==> config.mk <==
export PLATFORM = sky130hd
export DESIGN_NAME = gray_wr_sched
export DESIGN_NICKNAME = d
export VERILOG_FILES = /design/src/rtl/gray_pkg.sv /design/src/rtl/sync_2ff.sv /design/src/rtl/gray_wr_sched.sv
export SDC_FILE = /design/constraint.sdc
export NUM_CORES = 1
export LEC_CHECK = 0
export ABC_CLOCK_PERIOD_IN_PS = 2000
export BUFFER_PORTS_ARGS = -buffer_cell sky130_fd_sc_hd__clkbuf_2
export CAP_MARGIN = 20
export CORE_MARGIN = 4
export CORE_UTILIZATION = 42
export CTS_CLUSTER_DIAMETER = 150
export DETAILED_ROUTE_END_ITERATION = 7
export GPL_TIMING_DRIVEN = 0
export PLACE_DENSITY = 0.66
export SYNTH_ARGS = -nofsm -noshare
export SYNTH_HDL_FRONTEND = slang
export SYNTH_SLANG_ARGS = --single-unit
export TNS_END_PERCENT = 1
==> constraint.sdc <==
create_clock -name wclk -period 2 [get_ports wclk]
set_input_delay 0.4 -clock wclk [delete_from_list [all_inputs] [get_ports wclk]]
set_output_delay 0.4 -clock wclk [all_outputs]
set_load 0.02 [all_outputs]
==> src/rtl/gray_pkg.sv <==
// Gray-code helpers and synchronizer depth shared by both sides of the pointer crossing.
package gray_pkg;

    localparam int GRAY_SYNC_STAGES = 2;

    // Callers zero-extend into word_t and truncate back to their own pointer width.
    typedef logic [31:0] word_t;

    function automatic word_t bin2gray(input word_t b);
        return b ^ (b >> 1);
    endfunction

    function automatic word_t gray2bin(input word_t g);
        word_t b;
        b[31] = g[31];
        for (int i = 30; i >= 0; i--) b[i] = b[i+1] ^ g[i];
        return b;
    endfunction

endpackage

==> src/rtl/sync_2ff.sv <==
// Multi-flop synchronizer for a gray-coded pointer; also used by the read side.
module sync_2ff
    import gray_pkg::*;
#(
    parameter int W = 4
) (
    input  logic         wclk,
    input  logic         wrst_n,
    input  logic [W-1:0] d,
    output logic [W-1:0] q
);

    logic [GRAY_SYNC_STAGES-1:0][W-1:0] stg;

    always_ff @(posedge wclk or negedge wrst_n) begin
        if (!wrst_n) stg <= '0;
        else         stg <= {stg[GRAY_SYNC_STAGES-2:0], d};
    end

    assign q = stg[GRAY_SYNC_STAGES-1];

endmodule

==> src/rtl/gray_wr_sched.sv <==
// Write-side scheduler: round-robin grant of two requesters, binary/gray write pointer, full flag.
// Optional almost-full flag enabled with GRAY_WR_SCHED_AFULL_EN.
module gray_wr_sched
    import gray_pkg::*;
#(
    parameter int WIDTH        = 3,
    parameter int AFULL_THRESH = 2
) (
    input  logic             wclk,
    input  logic             wrst_n,
    input  logic [1:0]       req,
    output logic [1:0]       gnt,
    input  logic [WIDTH:0]   rptr_gray,
    output logic [WIDTH-1:0] waddr,
    output logic [WIDTH:0]   wptr,
`ifdef GRAY_WR_SCHED_AFULL_EN
    output logic             walmost_full,
`endif
    output logic             wfull
);

    localparam int PW = WIDTH + 1;

    logic [PW-1:0] bin, bin_next, gray_next, rq2, full_cmp;
    logic          last;   // index of the requester granted most recently
    logic          wr, wfull_next;

    sync_2ff #(.W(PW)) u_rsync (
        .wclk   (wclk),
        .wrst_n (wrst_n),
        .d      (rptr_gray),
        .q      (rq2)
    );

    // Gated by reset so the grant drops the moment reset asserts.
    always_comb begin
        gnt = 2'b00;
        if (wrst_n && !wfull) begin
            case (req)
                2'b01:   gnt = 2'b01;
                2'b10:   gnt = 2'b10;
                2'b11:   gnt = last ? 2'b01 : 2'b10;
                default: gnt = 2'b00;
            endcase
        end
    end

    assign wr         = |gnt;
    assign bin_next   = bin + PW'(wr);
    assign gray_next  = PW'(bin2gray(word_t'(bin_next)));
    assign full_cmp   = {~rq2[WIDTH:WIDTH-1], rq2[WIDTH-2:0]};
    assign wfull_next = (gray_next == full_cmp);

    always_ff @(posedge wclk or negedge wrst_n) begin
        if (!wrst_n) begin
            bin   <= '0;
            wptr  <= '0;
            wfull <= 1'b0;
            last  <= 1'b1;
        end else begin
            bin   <= bin_next;
            wptr  <= gray_next;
            wfull <= wfull_next;
            if (wr) last <= gnt[1];
        end
    end

    assign waddr = bin[WIDTH-1:0];

`ifdef GRAY_WR_SCHED_AFULL_EN
    logic [PW-1:0] used;
    logic [PW:0]   free;

    assign used = bin_next - PW'(gray2bin(word_t'(rq2)));
    assign free = (PW+1)'(1 << WIDTH) - {1'b0, used};

    always_ff @(posedge wclk or negedge wrst_n) begin
        if (!wrst_n) walmost_full <= 1'b0;
        else         walmost_full <= (free <= (PW+1)'(AFULL_THRESH));
    end
`endif

endmodule

==> results.txt, run 1 <==
status = completed
Worst EP arrival = 2.02 ns
CTS tree = yes
Worst Reg-to-Reg Cells = 8
Bufs and invs on worst path = 0
CTS buffer count = 3
DP Wirelength = 759.7 um
crit-path max FO = 4
fin. max-slew vios = 0
Synth Register Bits = 17
RD Place Congestion = 0.6623
Period minus WS final = 1.849 ns
kind of end point of the critical path = flip-flop
Power Internal = 0.0008081 W
most used cell, CP = xor2_2
PortBufs = 17
area of placed instances = 768.2 sq um
initial antenna violation count = 0
CP cell instances = nor2b_2, o21a_1, ha_2, ha_4, xor2_2, xor2_2, xor2_1, nor3_1
synthesized area = 663.1 sq um
Synthesized Nets = 56
final hold viol count = 0
Layout Skew = 0.003462 ns
Worst setup SP type = flip-flop
Root Buffer = clkbuf_4
worst vdd ir = 0.7115 mV
via count = 424
CP Data Required Time = 2.17 ns
WL final = 1015 um
Post-Syn Area per Cell = 14.42 sq um
delay-heaviest family, CP = XOR/XNOR gates
Hold/Removal Path Class = in -> async
clk buf depth = 2
Ys Warns = 0
Slowest-stage cell, CP = dfrtp_1
Seq/Total Area, Yosys = 64.34%
Power per Cell Area = 1585 nW/um^2
Clk Latency, worst-skew pair = 0.28 ns
Logic pwr share = 47.3%
Netlist cell types = 20
CP Depth = 8
io pins = 18
Sink Count = 17
fin crit share = 92.43%
setup violators final = 0
NumNets Final = 79
Rows = 14
P_leak = 0.3934 nW
grt ovf = 0
Area Growth Syn to Fin = 26.42%
first-pass GRT wire length = 1690 um
Max Clk Rate = 0.5410 GHz
H-tree lvl count = 1
fin area = 838.3 sq um
Die ar. = 2279 sq um
Slew HR = 55.01%
Psw = 0.0005210 W
Die Span Y = 47.74 um
Routed wire per std cell = 12.08 um
crit-path max cell delay = 0.40 ns
ANT nets after route = 0
non-filler instance count after layout = 84
First DRT Iteration DRCs = 6
Remaining DRCs = 0
WS Path Type = reg -> reg
number of setup buffers added after CTS = 0
Avg Vias per Cell = 5.048
DR pass1 iterations = 3
Initial Utilization = 44.02%
Die W = 47.74 um
maxcap violations = 0
largest net degree at the start of global routing = 17
GRT Overall Usage = 11.02%
n_diodes = 0
RSZ-0062 raised after global routing = no
most frequent cells in the layout = 16 x dfrtp_1, 16 x clkbuf_2, 4 x nand2_1
Core Area = 1506 sq um
vias in the first global route = 430
switching share of power = 39.20%
share of total power in the clock network = 12.9%
Clock transition at path regs = 0.09 ns
Least-Margin Pin Slew = 0.6726 ns
sequential share of power = 39.8%
Placed Cells = 79
Mapped Cells = 46
share of layout cells above drive strength 1 = 42.65%
==> state kept, by name (all words and copies together), names as in the netlist <==
name         flops
last             1
u_rsync.stg      4
bin              4
wptr             3
u_rsync.q        4
wfull            1
==> cell usage after synthesis <==
master	count	area share, %
o21a_1	1	1.1
xor2_2	2	4.9
a31oi_1	1	0.94
xor2_1	4	5.3
nand2_1	4	2.3
dfstp_2	1	4.0
nor2b_1	1	0.94
a21oi_1	2	1.5
o221ai_1	1	1.3
mux2i_1	1	1.5
a311oi_1	1	1.3
dfrtp_1	16	60
inv_1	1	0.57
a21bo_2	1	1.5
nor3_1	1	0.75
xnor2_1	3	4.0
nand3_1	1	0.75
o21ai_0	1	0.75
xnor2_2	1	2.5
ha_1	2	3.8
==> power by group through the flow <==
stage | Sequential [W] | Combinational [W] | Clock [W]
after floorplan | 0.000619 | 0.000335 | 0
after global placement | 0.000528 | 0.000573 | 0
after detailed placement | 0.000530 | 0.000584 | 0
after CTS | 0.000524 | 0.000595 | 0.000183
after global routing | 0.000543 | 0.000685 | 0.000195
final | 0.000529 | 0.000629 | 0.000171
==> logic make-up (layout without fill, tap and decap cells) <==
kind of cell,after synthesis,count (layout),share of synthesized area (%)
DFF,17,17,64.34
buffers and inverters,1,23,0.5655
xor gates and xnor gates,10,10,16.60
muxes,1,1,1.509
AOI/OAI and AO/OA,8,8,8.491
adders and majority gates,2,2,3.773
and+or+nand+nor,7,7,4.715
==> stage by stage <==
step / hold slack (ns) / total power (W) / TNS [ns] / utilization (%) / setup slack (ns)
finish: 0.06052 / 0.001329 / 0 / 55.65 / 0.1515
global route: 0.03819 / 0.001424 / 0 / 55.65 / 0.02489
CTS: 0.04815 / 0.001302 / 0 / 54.32 / 0.04196
detailed placement: 0.3347 / 0.001115 / -1.129 / 51.00 / -0.5309
global placement: 0.3320 / 0.001101 / -0.9487 / 51.00 / -0.4993
floorplan: 0.1044 / 0.0009542 / 0 / - / 0.09692
==> final timing paths <==
kind / from / slack, ns / to
setup / recovery: wfull / 0.15 / wfull
hold / removal: wrst_n / 0.06 / last
setup reg to reg: wfull / 0.15 / wfull
hold reg to reg: u_rsync.stg[3] / 0.35 / u_rsync.q[3]
max in group asynchronous: wrst_n / 0.86 / bin[0]
min in group wclk: rptr_gray[3] / 0.22 / u_rsync.stg[3]
==> repair_timing <==
item,CTS,global route
setup endpoints to repair,1,1
hold buffers,1,0
resized for setup,4,3
hold endpoints to repair,16,0
==> area by class of cell <==
| class | instances | area [sq um] |
|---|---|---|
| multi-input combinational | 28 | 257.7 |
| fill | 125 | 668.1 |
| clock buffer | 4 | 26.28 |
| timing repair buffer | 18 | 103.9 |
| inverter | 1 | 3.754 |
| tap | 16 | 20.02 |
| sequential | 17 | 426.7 |
==> routing by layer <==
metal	global-route usage, %	up-vias	routed length, um
li1	-	200	-
met1	12.44	210	394
met2	19.00	12	541
met3	2.256	2	73
met4	6.452	0	6
met5	0	-	0
(Power assumes the default switching activity.)
==> run 2: changes to the inputs <==
--- a/config.mk
+++ b/config.mk
@@ -16,5 +16,6 @@
 export PLACE_DENSITY = 0.66
 export SYNTH_ARGS = -nofsm -noshare
 export SYNTH_HDL_FRONTEND = slang
+export SYNTH_HIERARCHICAL = 1
 export SYNTH_SLANG_ARGS = --single-unit
 export TNS_END_PERCENT = 1
==> results.txt, run 2 <==
status = completed
CP Data Required Time = 2.20 ns (+0.03 ns)
RD Place Congestion = 0.6397 (-3.4%)
ANT nets after route = 0 (unchanged)
Rows = 14 (unchanged)
via count = 435 (+2.6%)
Filler cells = 141 (+13%)
maxcap violations = 0 (unchanged)
synth cell count leaders = 16 x dfrtp_1, 4 x buf_4, 4 x nand2_1, 4 x xor2_1, 3 x xnor2_1
share of total power in the clock network = 12.9% (about the same)
P_leak = 0.4134 nW (+5.1%)
first-pass GRT wire length = 1752 um (+3.7%)
Worst Reg-to-Reg Cells = 8 (unchanged)
Post-synth ARST share = 100.0% (unchanged)
Slew HR = 54.51% (-0.50 points)
Least-Margin Pin Slew = 0.6802 ns (+0.007534 ns)
setup violators final = 0 (unchanged)
grt ovf = 0 (unchanged)
most frequent cells in the layout = 16 x dfrtp_1, 16 x clkbuf_2, 4 x nand2_1, 4 x xor2_1, 4 x buf_4
fin crit share = 92.83% (+0.40 points)
Period minus WS final = 1.857 ns (+0.007984 ns)
CTS tree = yes
top-count cell post-synth = dfrtp_1
Layout Skew = 0.001024 ns (-0.002438 ns)
io pins = 18 (unchanged)
Main synth FF type = dfrtp_1
Hold WS = 0.05946 ns (-0.001067 ns)
Clk Latency, worst-skew pair = 0.27 ns (about the same)
Avg Vias per Cell = 4.943 (-2.1%)
WL final = 1042 um (+2.7%)
Worst EP arrival = 2.05 ns (+0.03 ns)
register-to-register setup slack = 0.14 ns (about the same)
H-tree lvl count = 1 (unchanged)
Hold/Removal Path Class = in -> async
Reg area = 426.7 sq um (unchanged)
final hold viol count = 0 (unchanged)
Synth Register Bits = 17 (unchanged)
Sink Count = 17 (unchanged)
Multi-input gate area = 261.5 sq um (+1.5%)
fin. max-slew vios = 0 (unchanged)
sequential share of power = 40.4% (+0.6 points)
synthesized area = 693.2 sq um (+4.5%)
Die Span Y = 48.63 um (+1.9%)
Core Area = 1541 sq um (+2.3%)
Logic pwr share = 46.7% (-0.6 points)
Mapped Cells = 50 (+8.7%)
Worst R2R End = wfull
kind of end point of the critical path = flip-flop
initial antenna violation count = 0 (unchanged)
n_diodes = 0 (unchanged)
Initial Utilization = 44.97% (+0.95 points)
Setup crit start = wfull
Netlist cell types = 21 (+5.0%)
share of layout cells above drive strength 1 = 44.44% (+1.8 points)
switching share of power = 39.16% (-0.044 points)
Psw = 0.0005213 W (about the same)
Ys Warns = 6 (+6)
Remaining DRCs = 0 (unchanged)
GRT Overall Usage = 9.331% (-1.7 points)
final core occ = 56.57% (+0.93 points)
Seq/Total Area, Yosys = 61.55% (-2.8 points)
post-synth top area share = 57.76% (-2.6 points)
Routed wire per std cell = 11.84 um (-2.0%)
CTS buffer count = 3 (unchanged)
Clock transition at path regs = 0.09 ns (about the same)
WS Path Type = reg -> reg
Post-synth EDFFs = 0 (unchanged)
NumNets Final = 83 (+5.1%)
DP Wirelength = 793.3 um (+4.4%)
Max Clk Rate = 0.5386 GHz (-0.43%)
Yosys top cell by area = dfrtp_1
PortBufs = 17 (unchanged)
First DRT Iteration DRCs = 7 (+1)
clk buf depth = 2 (unchanged)
crit-path max FO = 4 (unchanged)
top post-synthesis cells by area = dfrtp_1 58%, xor2_1 5.1%, xor2_2 4.7%
vias in the first global route = 430 (unchanged)
Post-Syn Area per Cell = 13.86 sq um (-3.8%)
Reg2Reg Launch Point = wfull
worst vdd ir = 0.7572 mV (+6.4%)
RSZ-0062 raised after global routing = no
Area Growth Syn to Fin = 25.81%
Die ar. = 2364 sq um (+3.8%)
largest net degree at the start of global routing = 17 (unchanged)
Power per Cell Area = 1526 nW/um^2 (-3.7%)
Worst setup SP type = flip-flop
Synthesized Nets = 60 (+7.1%)
Power Internal = 0.0008100 W (+0.24%)
Root Buffer = clkbuf_4
Die W = 48.63 um (+1.9%)
DR pass1 iterations = 3 (unchanged)
-- run 2: changes by cell type in the layout (fill, tap and decap cells not counted) --
| cell | before | now |
|---|---|---|
| buf_4 | 0 | 4 |
| xor2_4 | 0 | 1 |
| xor2_1 | 3 | 4 |
| xor2_2 | 3 | 1 |
-- run 2: cell type report --
cell class / instances / area share [%]
buffer: 4 / 3.443
tap: 16 / 2.296
inverter: 1 / 0.4304
sequential: 17 / 48.92
timing repair buffer: 18 / 11.91
multi-input combinational: 28 / 29.99
clock buffer: 4 / 3.013
-- run 2: cell families after synthesis --
family | Yosys count | synth area share, %
flip-flops | 17 | 61.55
multiplexers | 1 | 1.444
AO/OA/AOI/OAI | 8 | 8.124
XOR/XNOR | 10 | 15.89
buffers and inverters | 5 | 4.873
AND/OR/NAND/NOR | 7 | 4.511
adder cells (fa/ha/maj) | 2 | 3.610
-- run 2: stage by stage --
| step | TNS [ns] | worst slack [ns] | total power [W] | std cells | area [sq um] |
|---|---|---|---|---|---|
| finish | 0 | 0.1435 | 0.001331 | 88 | 872.1 |
| global route | 0 | 0.008495 | 0.001417 | 88 | 872.1 |
| CTS | 0 | 0.02070 | 0.001312 | 88 | 848.3 |
| detailed placement | -1.128 | -0.5415 | 0.001123 | 83 | 798.3 |
| global placement | -0.9151 | -0.4945 | 0.001111 | 83 | 798.3 |
| floorplan | 0 | 0.09692 | 0.0009598 | 50 | 693.2 |
-- run 2: worst max-delay path by stage --
| stage | to | slack (ns) |
|---|---|---|
| final | wfull | 0.14 |
| after global routing | wfull | 0.008 |
| after CTS | wfull | 0.02 |
| after detailed placement | wfull | -0.54 |
| after global placement | wfull | -0.49 |
| after floorplan | wfull | 0.1 |
-- run 2: timing repair --
| action | 4_1_cts | 5_1_grt |
|---|---|---|
| setup buffers | 0 | 0 |
| endpoints found under the hold margin | 16 | 0 |
| endpoints found under the setup margin | 1 | 1 |
| hold buffers | 1 | 0 |
| resized for setup | 4 | 3 |
-- run 2: critical path, cell delays in order, from the launching register on --
cell	delay, ns
dfrtp_1	0.40
nor2b_2	0.16
o21a_1	0.14
ha_2	0.22
ha_4	0.23
xor2_1	0.20
xnor2_1	0.15
o221ai_1	0.13
nor3_1	0.15
-- run 2: routing by layer --
layer / GRT usage, % / wire [um] / vias to the layer above
met5: 0 / 0 / -
met4: 5.381 / 10 / 0
met3: 2.761 / 79 / 2
met2: 16.30 / 531 / 13
met1: 9.742 / 421 / 213
li1: - / - / 207
-- run 2: power by group through the flow --
stage / Clock, W / Combinational [W] / Sequential (W)
final: 0.000172 / 0.000622 / 0.000537
after global placement: 0 / 0.000582 / 0.000529
after floorplan: 0 / 0.000343 / 0.000617
after global routing: 0.000194 / 0.000675 / 0.000548
after CTS: 0.000182 / 0.000603 / 0.000528
after detailed placement: 0 / 0.000589 / 0.000534
